[src/rtl/imem_loader_pkg.sv]
// Shared types and constants for the boot-time instruction-memory loader.
// Latency: n/a (declarations only).
// Backpressure: n/a.
package imem_loader_pkg;

    // Loader FSM states.
    typedef enum logic [2:0] {
        ST_HDR  = 3'd0,
        ST_LOAD = 3'd1,
        ST_CHK  = 3'd2,
        ST_DONE = 3'd3,
        ST_ERR  = 3'd4
    } state_e;

    // Bytes packed into one instruction word.
    localparam int BYTES_PER_WORD = 4;

    // Initial value of the running XOR checksum.
    localparam logic [7:0] CSUM_SEED = 8'h00;

endpackage

[src/rtl/byte_packer.sv]
// Big-endian byte-to-word packer: first byte of a group lands in word[31:24].
// Latency: combinational word/word_done on the 4th byte's shift cycle.
// Backpressure: none; shifts whenever shift_en is high.
//
// Ports:
//   clk, reset     clock, synchronous active-low reset
//   clr            restart packing at byte 0 (wins over shift_en)
//   shift_en       accept byte_in this cycle
//   byte_in        incoming stream byte
//   word_done      high in the cycle the 4th byte of a word is shifted in
//   word           assembled word, valid while word_done is high
module byte_packer
    import imem_loader_pkg::*;
(
    input  logic        clk,
    input  logic        reset,
    input  logic        clr,
    input  logic        shift_en,
    input  logic [7:0]  byte_in,
    output logic        word_done,
    output logic [31:0] word
);

    localparam int IDX_W = $clog2(BYTES_PER_WORD);

    // Only the first three bytes are stored; the fourth completes the word
    // straight from byte_in so the write can be registered on the same edge.
    logic [23:0]      hold_q, hold_d;
    logic [IDX_W-1:0] idx_q, idx_d;

    always_comb begin
        hold_d = hold_q;
        idx_d  = idx_q;
        if (clr) begin
            hold_d = '0;
            idx_d  = '0;
        end else if (shift_en) begin
            hold_d = {hold_q[15:0], byte_in};
            idx_d  = idx_q + IDX_W'(1);
        end
    end

    assign word_done = shift_en && !clr && (idx_q == IDX_W'(BYTES_PER_WORD - 1));
    assign word      = {hold_q, byte_in};

    always_ff @(posedge clk) begin
        if (!reset) begin
            hold_q <= '0;
            idx_q  <= '0;
        end else begin
            hold_q <= hold_d;
            idx_q  <= idx_d;
        end
    end

endmodule

[src/rtl/imem_loader.sv]
// Boot loader: header + big-endian words + XOR checksum into instruction memory; holds CPU in reset until verified.
// Latency: memory write and status outputs registered one edge after the relevant byte transfers.
// Backpressure: in_ready high in HDR/LOAD/CHK (never stalls the source there), low once DONE/ERR or in reset.
//
// Ports:
//   clk, reset           clock, synchronous active-low reset
//   in_valid/in_data     byte stream from the host; in_ready accepts it
//   imem_we/wa/wd        instruction-memory write port (one-cycle strobe)
//   cpu_reset            active-high reset to the processor, released on success
//   done, error          sticky load status
module imem_loader
    import imem_loader_pkg::*;
#(
    parameter int ADDR_W = 6
) (
    input  logic              clk,
    input  logic              reset,
    input  logic              in_valid,
    input  logic [7:0]        in_data,
    output logic              in_ready,
    output logic              imem_we,
    output logic [ADDR_W-1:0] imem_wa,
    output logic [31:0]       imem_wd,
    output logic              cpu_reset,
    output logic              done,
    output logic              error
);

    state_e            state_q, state_d;
    logic [ADDR_W-1:0] last_q, last_d;     // index of the final word (header count)
    logic [ADDR_W-1:0] wcnt_q, wcnt_d;     // next word address to be written
    logic [7:0]        csum_q, csum_d;
    logic              imem_we_q, imem_we_d;
    logic [ADDR_W-1:0] imem_wa_q, imem_wa_d;
    logic [31:0]       imem_wd_q, imem_wd_d;
    logic              cpu_reset_q, cpu_reset_d;
    logic              done_q, done_d;
    logic              error_q, error_d;

    logic              xfer;
    logic [7:0]        hdr_hi;
    logic              pk_clr, pk_shift, pk_word_done;
    logic [31:0]       pk_word;

    byte_packer u_packer (
        .clk       (clk),
        .reset     (reset),
        .clr       (pk_clr),
        .shift_en  (pk_shift),
        .byte_in   (in_data),
        .word_done (pk_word_done),
        .word      (pk_word)
    );

    assign in_ready = reset && ((state_q == ST_HDR) || (state_q == ST_LOAD) || (state_q == ST_CHK));
    assign xfer     = in_valid && in_ready;
    // Header bits above the address width must be zero; a larger count cannot fit the memory.
    assign hdr_hi   = in_data >> ADDR_W;

    always_comb begin
        state_d     = state_q;
        last_d      = last_q;
        wcnt_d      = wcnt_q;
        csum_d      = csum_q;
        imem_we_d   = 1'b0;
        imem_wa_d   = imem_wa_q;
        imem_wd_d   = imem_wd_q;
        cpu_reset_d = cpu_reset_q;
        done_d      = done_q;
        error_d     = error_q;
        pk_clr      = 1'b0;
        pk_shift    = 1'b0;

        case (state_q)
            ST_HDR: begin
                if (xfer) begin
                    if (hdr_hi != 8'h00) begin
                        state_d = ST_ERR;
                        error_d = 1'b1;
                    end else begin
                        last_d    = in_data[ADDR_W-1:0];
                        wcnt_d    = '0;
                        imem_wa_d = '0;
                        csum_d    = CSUM_SEED;
                        pk_clr    = 1'b1;
                        state_d   = ST_LOAD;
                    end
                end
            end
            ST_LOAD: begin
                if (xfer) begin
                    csum_d   = csum_q ^ in_data;
                    pk_shift = 1'b1;
                    if (pk_word_done) begin
                        imem_we_d = 1'b1;
                        imem_wa_d = wcnt_q;
                        imem_wd_d = pk_word;
                        // Wraps only after the last possible word, where it is never used again.
                        wcnt_d    = wcnt_q + ADDR_W'(1);
                        if (wcnt_q == last_q) begin
                            state_d = ST_CHK;
                        end
                    end
                end
            end
            ST_CHK: begin
                if (xfer) begin
                    if (in_data == csum_q) begin
                        state_d     = ST_DONE;
                        done_d      = 1'b1;
                        cpu_reset_d = 1'b0;
                    end else begin
                        state_d = ST_ERR;
                        error_d = 1'b1;
                    end
                end
            end
            ST_DONE: begin
                state_d = ST_DONE;
            end
            ST_ERR: begin
                state_d = ST_ERR;
            end
            default: begin
                state_d = ST_ERR;
                error_d = 1'b1;
            end
        endcase
    end

    always_ff @(posedge clk) begin
        if (!reset) begin
            state_q     <= ST_HDR;
            last_q      <= '0;
            wcnt_q      <= '0;
            csum_q      <= CSUM_SEED;
            imem_we_q   <= 1'b0;
            imem_wa_q   <= '0;
            imem_wd_q   <= '0;
            cpu_reset_q <= 1'b1;
            done_q      <= 1'b0;
            error_q     <= 1'b0;
        end else begin
            state_q     <= state_d;
            last_q      <= last_d;
            wcnt_q      <= wcnt_d;
            csum_q      <= csum_d;
            imem_we_q   <= imem_we_d;
            imem_wa_q   <= imem_wa_d;
            imem_wd_q   <= imem_wd_d;
            cpu_reset_q <= cpu_reset_d;
            done_q      <= done_d;
            error_q     <= error_d;
        end
    end

    assign imem_we   = imem_we_q;
    assign imem_wa   = imem_wa_q;
    assign imem_wd   = imem_wd_q;
    assign cpu_reset = cpu_reset_q;
    assign done      = done_q;
    assign error     = error_q;

endmodule

[config.mk]
export PLATFORM = sky130hd
export DESIGN_NAME = imem_loader
export DESIGN_NICKNAME = d
export VERILOG_FILES = /design/src/rtl/imem_loader_pkg.sv /design/src/rtl/byte_packer.sv /design/src/rtl/imem_loader.sv
export SDC_FILE = /design/constraint.sdc
export NUM_CORES = 1
export LEC_CHECK = 0
export BUFFER_PORTS_ARGS = -buffer_cell sky130_fd_sc_hd__buf_2
export CORE_MARGIN = 4
export CORE_UTILIZATION = 60
export DETAILED_ROUTE_END_ITERATION = 10
export GPL_ROUTABILITY_DRIVEN = 0
export GPL_TIMING_DRIVEN = 0
export PLACE_DENSITY = 0.8
export SYNTH_ARGS = -nofsm -noshare
export SYNTH_HDL_FRONTEND = slang
export SYNTH_SLANG_ARGS = --single-unit
[constraint.sdc]
create_clock -name clk -period 3.9 [get_ports clk]
set_input_delay 0.195 -clock clk [delete_from_list [all_inputs] [get_ports clk]]
set_output_delay 0.195 -clock clk [all_outputs]
set_load 0.01 [all_outputs]
* Word level (Yosys, flattened, before mapping) *
Index checks and enable logic that the tools add are counted.

word-level totals
  input bits = 11
  flip-flop bits (word level) = 91

cells by class
  muxes and demuxes = 31
  bitwise logic cells = 4
  eq/ne operators = 15
  add/sub/neg operators = 2
  reduce and logical (&&, ||, !) cells = 20

operators with widths
  cell                   count
  $mux W6                6
  $mux W8                3
  $pmux W6 S2            2
  $mux W3                7
  $pmux W8 S2            1
  $reduce_and A5 Y1      3
  $ne A2 B2 Y1 const B   6
  $pmux W3 S4            1
  $reduce_and A3 Y1      4
  $mux W1                10
  $eq A8 B8 Y1           1
  $reduce_bool A8 Y1     1
  $xor A8 B8 Y8          1
  $add A6 B1 Y6 const B  1
  $eq A3 B2 Y1 const B   2
  $eq A6 B6 Y1           1
  $logic_and A1 B1 Y1    4
  $ne A2 B1 Y1 const B   2
  $reduce_and A4 Y1      1
  $eq A3 B1 Y1 const B   1
  $eq A3 B3 Y1 const B   1
  $logic_not A3 Y1       1
  $not A1 Y1             3
  $pmux W1 S3            1
  other kinds (7)        8

* Longest topological paths before layout *
  depth after elaboration = 13
  gate-level depth with buffers = 8
  mapped depth without buffers = 7

* Cells and area by module *
A second synthesis with hierarchy kept.

unflattened totals
  cells, all modules = 433
  area, all modules = 3764.9 sq um

by module, submodules not included
  module       area each (sq um)  cells an instance  instances  seq. area each (sq um)
  imem_loader  2712.6             338                1          1301.2
  byte_packer  1052.3             95                 1          520.5

* Worst setup path after synthesis *
OpenSTA, ideal clock, no wires.

  path type = reg2reg
  from = register state_q[1]
  to = register csum_q[0]
  buffers on the path = 3
  clock period less this slack = 1.861 ns
  stages on the path, launching flop included = 9
  data arrival time = 1.729 ns
  setup slack = 2.039 ns
  setup time = 0.132 ns
  cells stage by stage = dfxtp_1 -> buf_2 -> or2_1 -> or4_1 -> buf_4 -> and2_0 -> buf_2 -> o21ai_1 -> a21oi_1

on the way
  cells in the longest elaborated chain, start to end = 7
  elaborated cells between the ends (all ways) = 13
  those cells by class = eq/ne: 5; mux: 1; reduce/logical: 7

RTL lines
  item                                              RTL line                              source
  from (decl)                                       imem_loader.sv:29                     state_e state_q, state_d;
  from (signal assigned)                            imem_loader.sv:144                    state_q <= state_d;
  $eq A3 B1 Y1 or $logic_not A3 Y1 (tied branches)  imem_loader.sv:55, imem_loader.sv:74
  $logic_or A1 B1 Y1 (2 in series)                  imem_loader.sv:55                     assign in_ready = reset && ((state_q == ST_HDR) || (state_q == ST_LOAD) || (state_q == ST_CHK));
  $logic_and A1 B1 Y1                               imem_loader.sv:55
  $logic_and A1 B1 Y1                               imem_loader.sv:56                     assign xfer = in_valid && in_ready;
  $ne A2 B2 Y1 (no line)                            -
  $reduce_and A4 Y1 (no line)                       -
  to (signal assigned)                              imem_loader.sv:147                    csum_q <= csum_d;
  to (decl)                                         imem_loader.sv:32                     logic [7:0] csum_q, csum_d;

Several ways; a longest one is shown, not always the timed one.
A chain may end at the register's enable or synchronous reset.

* Final worst setup path *
  from = register state_q[0]
  to = register imem_wa_q[2] (netlist: imem_wa[2])

on the way
  cells in the longest elaborated chain, start to end = 12
  elaborated cells between the ends (all ways) = 21
  those cells by class = eq/ne: 6; mux: 5; reduce/logical: 10

RTL lines
  item                                              RTL line                              source
  $eq A3 B1 Y1 or $logic_not A3 Y1 (tied branches)  imem_loader.sv:55, imem_loader.sv:74
  $logic_or A1 B1 Y1 (2 in series)                  imem_loader.sv:55
  $logic_and A1 B1 Y1                               imem_loader.sv:55
  $logic_and A1 B1 Y1                               imem_loader.sv:56
  $mux W1                                           imem_loader.sv:76                     if (xfer) begin
  $mux W1                                           imem_loader.sv:74                     case (state_q)
  $logic_not A1 Y1                                  byte_packer.sv:43                     assign word_done = shift_en && !clr && (idx_q == IDX_W'(BYTES_PER_WORD - 1));
  $logic_and A1 B1 Y1 (2 in series)                 byte_packer.sv:43
  $ne A2 B2 Y1 (no line)                            -
  $reduce_and A5 Y1 (no line)                       -
  to (signal assigned)                              imem_loader.sv:149                    imem_wa_q <= imem_wa_d;
  to (decl)                                         imem_loader.sv:34                     logic [ADDR_W-1:0] imem_wa_q, imem_wa_d;

Several ways; a longest one is shown, not always the timed one.

==> metrics.csv <==
stage,metric,value,unit
sta,Clock Skew,0.00828,ns
clock_tree,clock tree root buffer cell,clkbuf_8,
sta,Max Freq,0.428,GHz
cells_and_area,area of the multi-input gates,0.00159,mm2
detailed_routing,routed vias/inst,5.47,
clock_tree,CTS hold repair buffers,0,
synth,Synth Flop Type,dfxtp_1,
detailed_routing,DR vias,3147,
sta,slew margin rel.,0.575,
clock_tree,H-tree depth,3,
synth,Post-Synth Simple-Gate Area,0.234,
setup_path,Crit-path slowest cell,or3b_2,
synth,"FF+latch count, synth",91,
power,pwr dens,442,mW/mm2
clock_tree,worst skew pair latency,0.37,ns
sta,Final Hold Viols,0,
global_routing,largest net degree at the start of global routing,16,
cells_and_area,proportion of layout cells with a drive suffix above 1,0.179,
global_routing,Overall Global Routing Usage,0.243,
synth,synthesized area per cell,8.19,um2
cells_and_area,P&R area growth vs syn,16.9,%
cells_and_area,design area,0.00418,mm2
detailed_routing,drt first pass iters,4,
synth,synthesized area,0.00358,mm2
synth,Post-synth EDFFs,0,
synth,largest family of logic cells by synthesized area,simple AND/OR/NAND/NOR gates,
clock_tree,clk slew on worst S/H paths,0.09,ns
detailed_routing,ANT nets after route,0,
floorplanning,die span in y,85.2,um
setup_path,critical path launch point type,flop,
setup_path,Critical Path Max Stage Delay,0.49,ns
power,Leak,0.00167,uW
setup_path,"Arr. time, crit path",2.63,ns
floorplanning,# IOs,54,
clock_tree,"Setup Fix Bufs, Post-CTS",0,
clock_tree,Max clock buf depth,2,
floorplanning,effective utilization at floorplan,0.634,
cells_and_area,register area,0.00182,mm2
floorplanning,Die Area,0.00726,mm2
detailed_routing,Remaining DRCs,0,
sta,Final Hold Slack,0.101,ns
cells_and_area,fin cells,575,
setup_path,"Critical Path, Cell by Cell",buf_2 -> or3b_2 -> nor2_2 -> nand2_1 -> inv_2 -> buf_2 -> a22oi_1 -> nor2_1,
worst_hold_path,min-delay worst type,input pin to flop,
detailed_routing,DRT iter0 DRCs,199,
sta,"Period Utilization, post-route",0.599,
synth,Post-Synth Adder-Cell Area,0.00700,
synth,Synth Area in Compound Gates,0.150,
detailed_routing,final wirelength,8.40,mm
sta,Setup Total Neg Slack,0,ns
floorplanning,Site Rows,27,
placed_design,detailed-placement wirelength estimate,5.97,mm
cells_and_area,Fillers,446,
floorplanning,Core ar.,0.00564,mm2
clock_tree,clk sinks,91,
synth,area share of xor/xnor cells in the synthesized design,0.0343,
sta,final setup vio count,0,
synth,Synth warnings,0,
sta,pins over their slew limit,0,
synth,asr flop ratio synth,0,
clock_tree,CTS tree,done,
run_status,run status,"complete, no violations",
cells_and_area,nets,511,
setup_path,cell family with most CP delay,simple AND/OR/NAND/NOR gates,
synth,Post-Synthesis Cells,437,
global_routing,first-pass GRT wire length,14.0,mm
global_routing,global route total overflow,0,
setup_path,CP Max Fanout,10,
cells_and_area,ANT cells,0,
synth,distinct cell type count after synthesis,43,
sta,RSZ-0062 raised after global routing,no,
sta,worst-margin pin slew,0.638,ns
sta,clock period minus final worst setup slack,2.34,ns
placed_design,PortBufs,50,
clock_tree,cts bufs inserted,9,
cells_and_area,"commonest non-fill, non-tap cell in the layout",nand2_1,
placed_design,Cells after DPL,559,
job,number of max-cap violations,0,
setup_path,CP Capture Type,flop,
synth,syn nets,450,
clock_tree,post-CTS sizing,0,
setup_path,path type of the worst setup path,flop to flop,
global_routing,initial antenna violation count,0,
setup_path,cell mode on critical path,buf_2,
global_routing,vias in the first global route,3007,
power,total chip power,1850,uW
setup_path,Critical Path RT,4.19,ns
floorplanning,overall die width,85.2,um
synth,sequential element share of the synthesized area,0.509,
placed_design,placed cell areas,0.00392,mm2
detailed_routing,drt wl/cell,14.6,um
cells_and_area,"leading cell types in the layout, fill and taps excluded","nand2_1 (126), dfxtp_1 (91), a21oi_1 (69)",
synth,post-synthesis mux area share,0.0196,
power,Peak supply drop,285,uV
setup_path,number of buffers and inverters on the critical path,3,
==> final timing paths <==
kind	startpoint	to	slack, ns	cells after the start
min	in_data[6]	u_packer.hold_q[6]$_SDFFE_PP0P_	0.10	3
min reg2reg	u_packer.hold_q[20]$_SDFFE_PP0P_	imem_wd[28]$_SDFFE_PN0P_	0.45	2
max	state_q[0]$_SDFFE_PN0P_	imem_wa[2]$_SDFFE_PN0P_	1.56	8
max reg2reg	state_q[0]$_SDFFE_PN0P_	imem_wa[2]$_SDFFE_PN0P_	1.56	8
==> through the flow <==
| stage | worst slack (ns) | utilization |
|---|---|---|
| after floorplan | 2.04 | - |
| after global placement | 1.67 | 0.694 |
| after detailed placement | 1.64 | 0.694 |
| after CTS | 1.58 | 0.741 |
| after global routing | 1.45 | 0.741 |
| final | 1.56 | 0.741 |
==> synth_stat cells, types with 2 or more instances <==
| library cell | count | area share |
|---|---|---|
| a31oi_1 | 2 | 0.0035 |
| mux2i_1 | 7 | 0.020 |
| clkbuf_1 | 15 | 0.016 |
| nor2_1 | 30 | 0.031 |
| o211ai_1 | 2 | 0.0042 |
| nor3_1 | 5 | 0.0070 |
| or3_1 | 2 | 0.0035 |
| nand2_1 | 126 | 0.13 |
| a211oi_1 | 2 | 0.0042 |
| inv_1 | 4 | 0.0042 |
| buf_4 | 3 | 0.0063 |
| a22oi_1 | 6 | 0.013 |
| o21ai_0 | 2 | 0.0028 |
| buf_2 | 11 | 0.015 |
| ha_1 | 2 | 0.0070 |
| xor2_1 | 8 | 0.020 |
| a21oi_1 | 69 | 0.097 |
| nor2b_1 | 4 | 0.0070 |
| dfxtp_1 | 91 | 0.51 |
| nand3_1 | 5 | 0.0070 |
| nand2b_1 | 5 | 0.0087 |
| or2_2 | 3 | 0.0052 |
| xnor2_1 | 6 | 0.015 |
| o21ai_1 | 7 | 0.0098 |
| o21a_1 | 2 | 0.0042 |
==> area by class of cell <==
| type | count | area share |
|---|---|---|
| Sequential cell | 91 | 0.436 |
| Multi-Input combinational cell | 311 | 0.380 |
| Timing Repair Buffer | 50 | 0.0598 |
| Buffer | 30 | 0.0347 |
| Clock inverter | 6 | 0.0329 |
| Clock buffer | 10 | 0.0305 |
| Tap cell | 72 | 0.0215 |
| Inverter | 5 | 0.00449 |
==> registers in the layout, indices dropped and copies added, names as in the netlist, 2 cells and up <==
register / flops
imem_wd: 32
u_packer.hold_q: 24
wcnt_q: 6
imem_wa: 6
u_packer.idx_q: 2
csum_q: 8
last_q: 6
state_q: 3
==> report_power, final <==
part / leakage [uW] / switching [uW] / total, uW / internal [uW]
registers: 0.000734 / 4.32 / 938 / 934
clock network: 0.000131 / 333 / 826 / 493
logic: 0.000803 / 55.1 / 82.7 / 27.6
==> tightest hold or removal path, stage by stage <==
cell and delay [ns]:
buf_6 0.12, nand2_1 0.05, a21oi_1 0.05
==> kinds of logic after synthesis <==
kind of cell	count (synthesis)
XOR/XNOR	14
buffers and inverters	35
AO/OA/AOI/OAI	96
flip-flops	91
multiplexers	7
AND/OR/NAND/NOR	192
adder cells (fa/ha/maj)	2
==> metal layers <==
layer	vias to the layer above	part of all wire	global-route usage
met4	0	0.036	0.154
met2	93	0.46	0.373
li1	1564	-	-
met3	23	0.065	0.0592
met5	-	0	0
met1	1467	0.44	0.306
No activity file was read; power rests on OpenSTA's default activity.
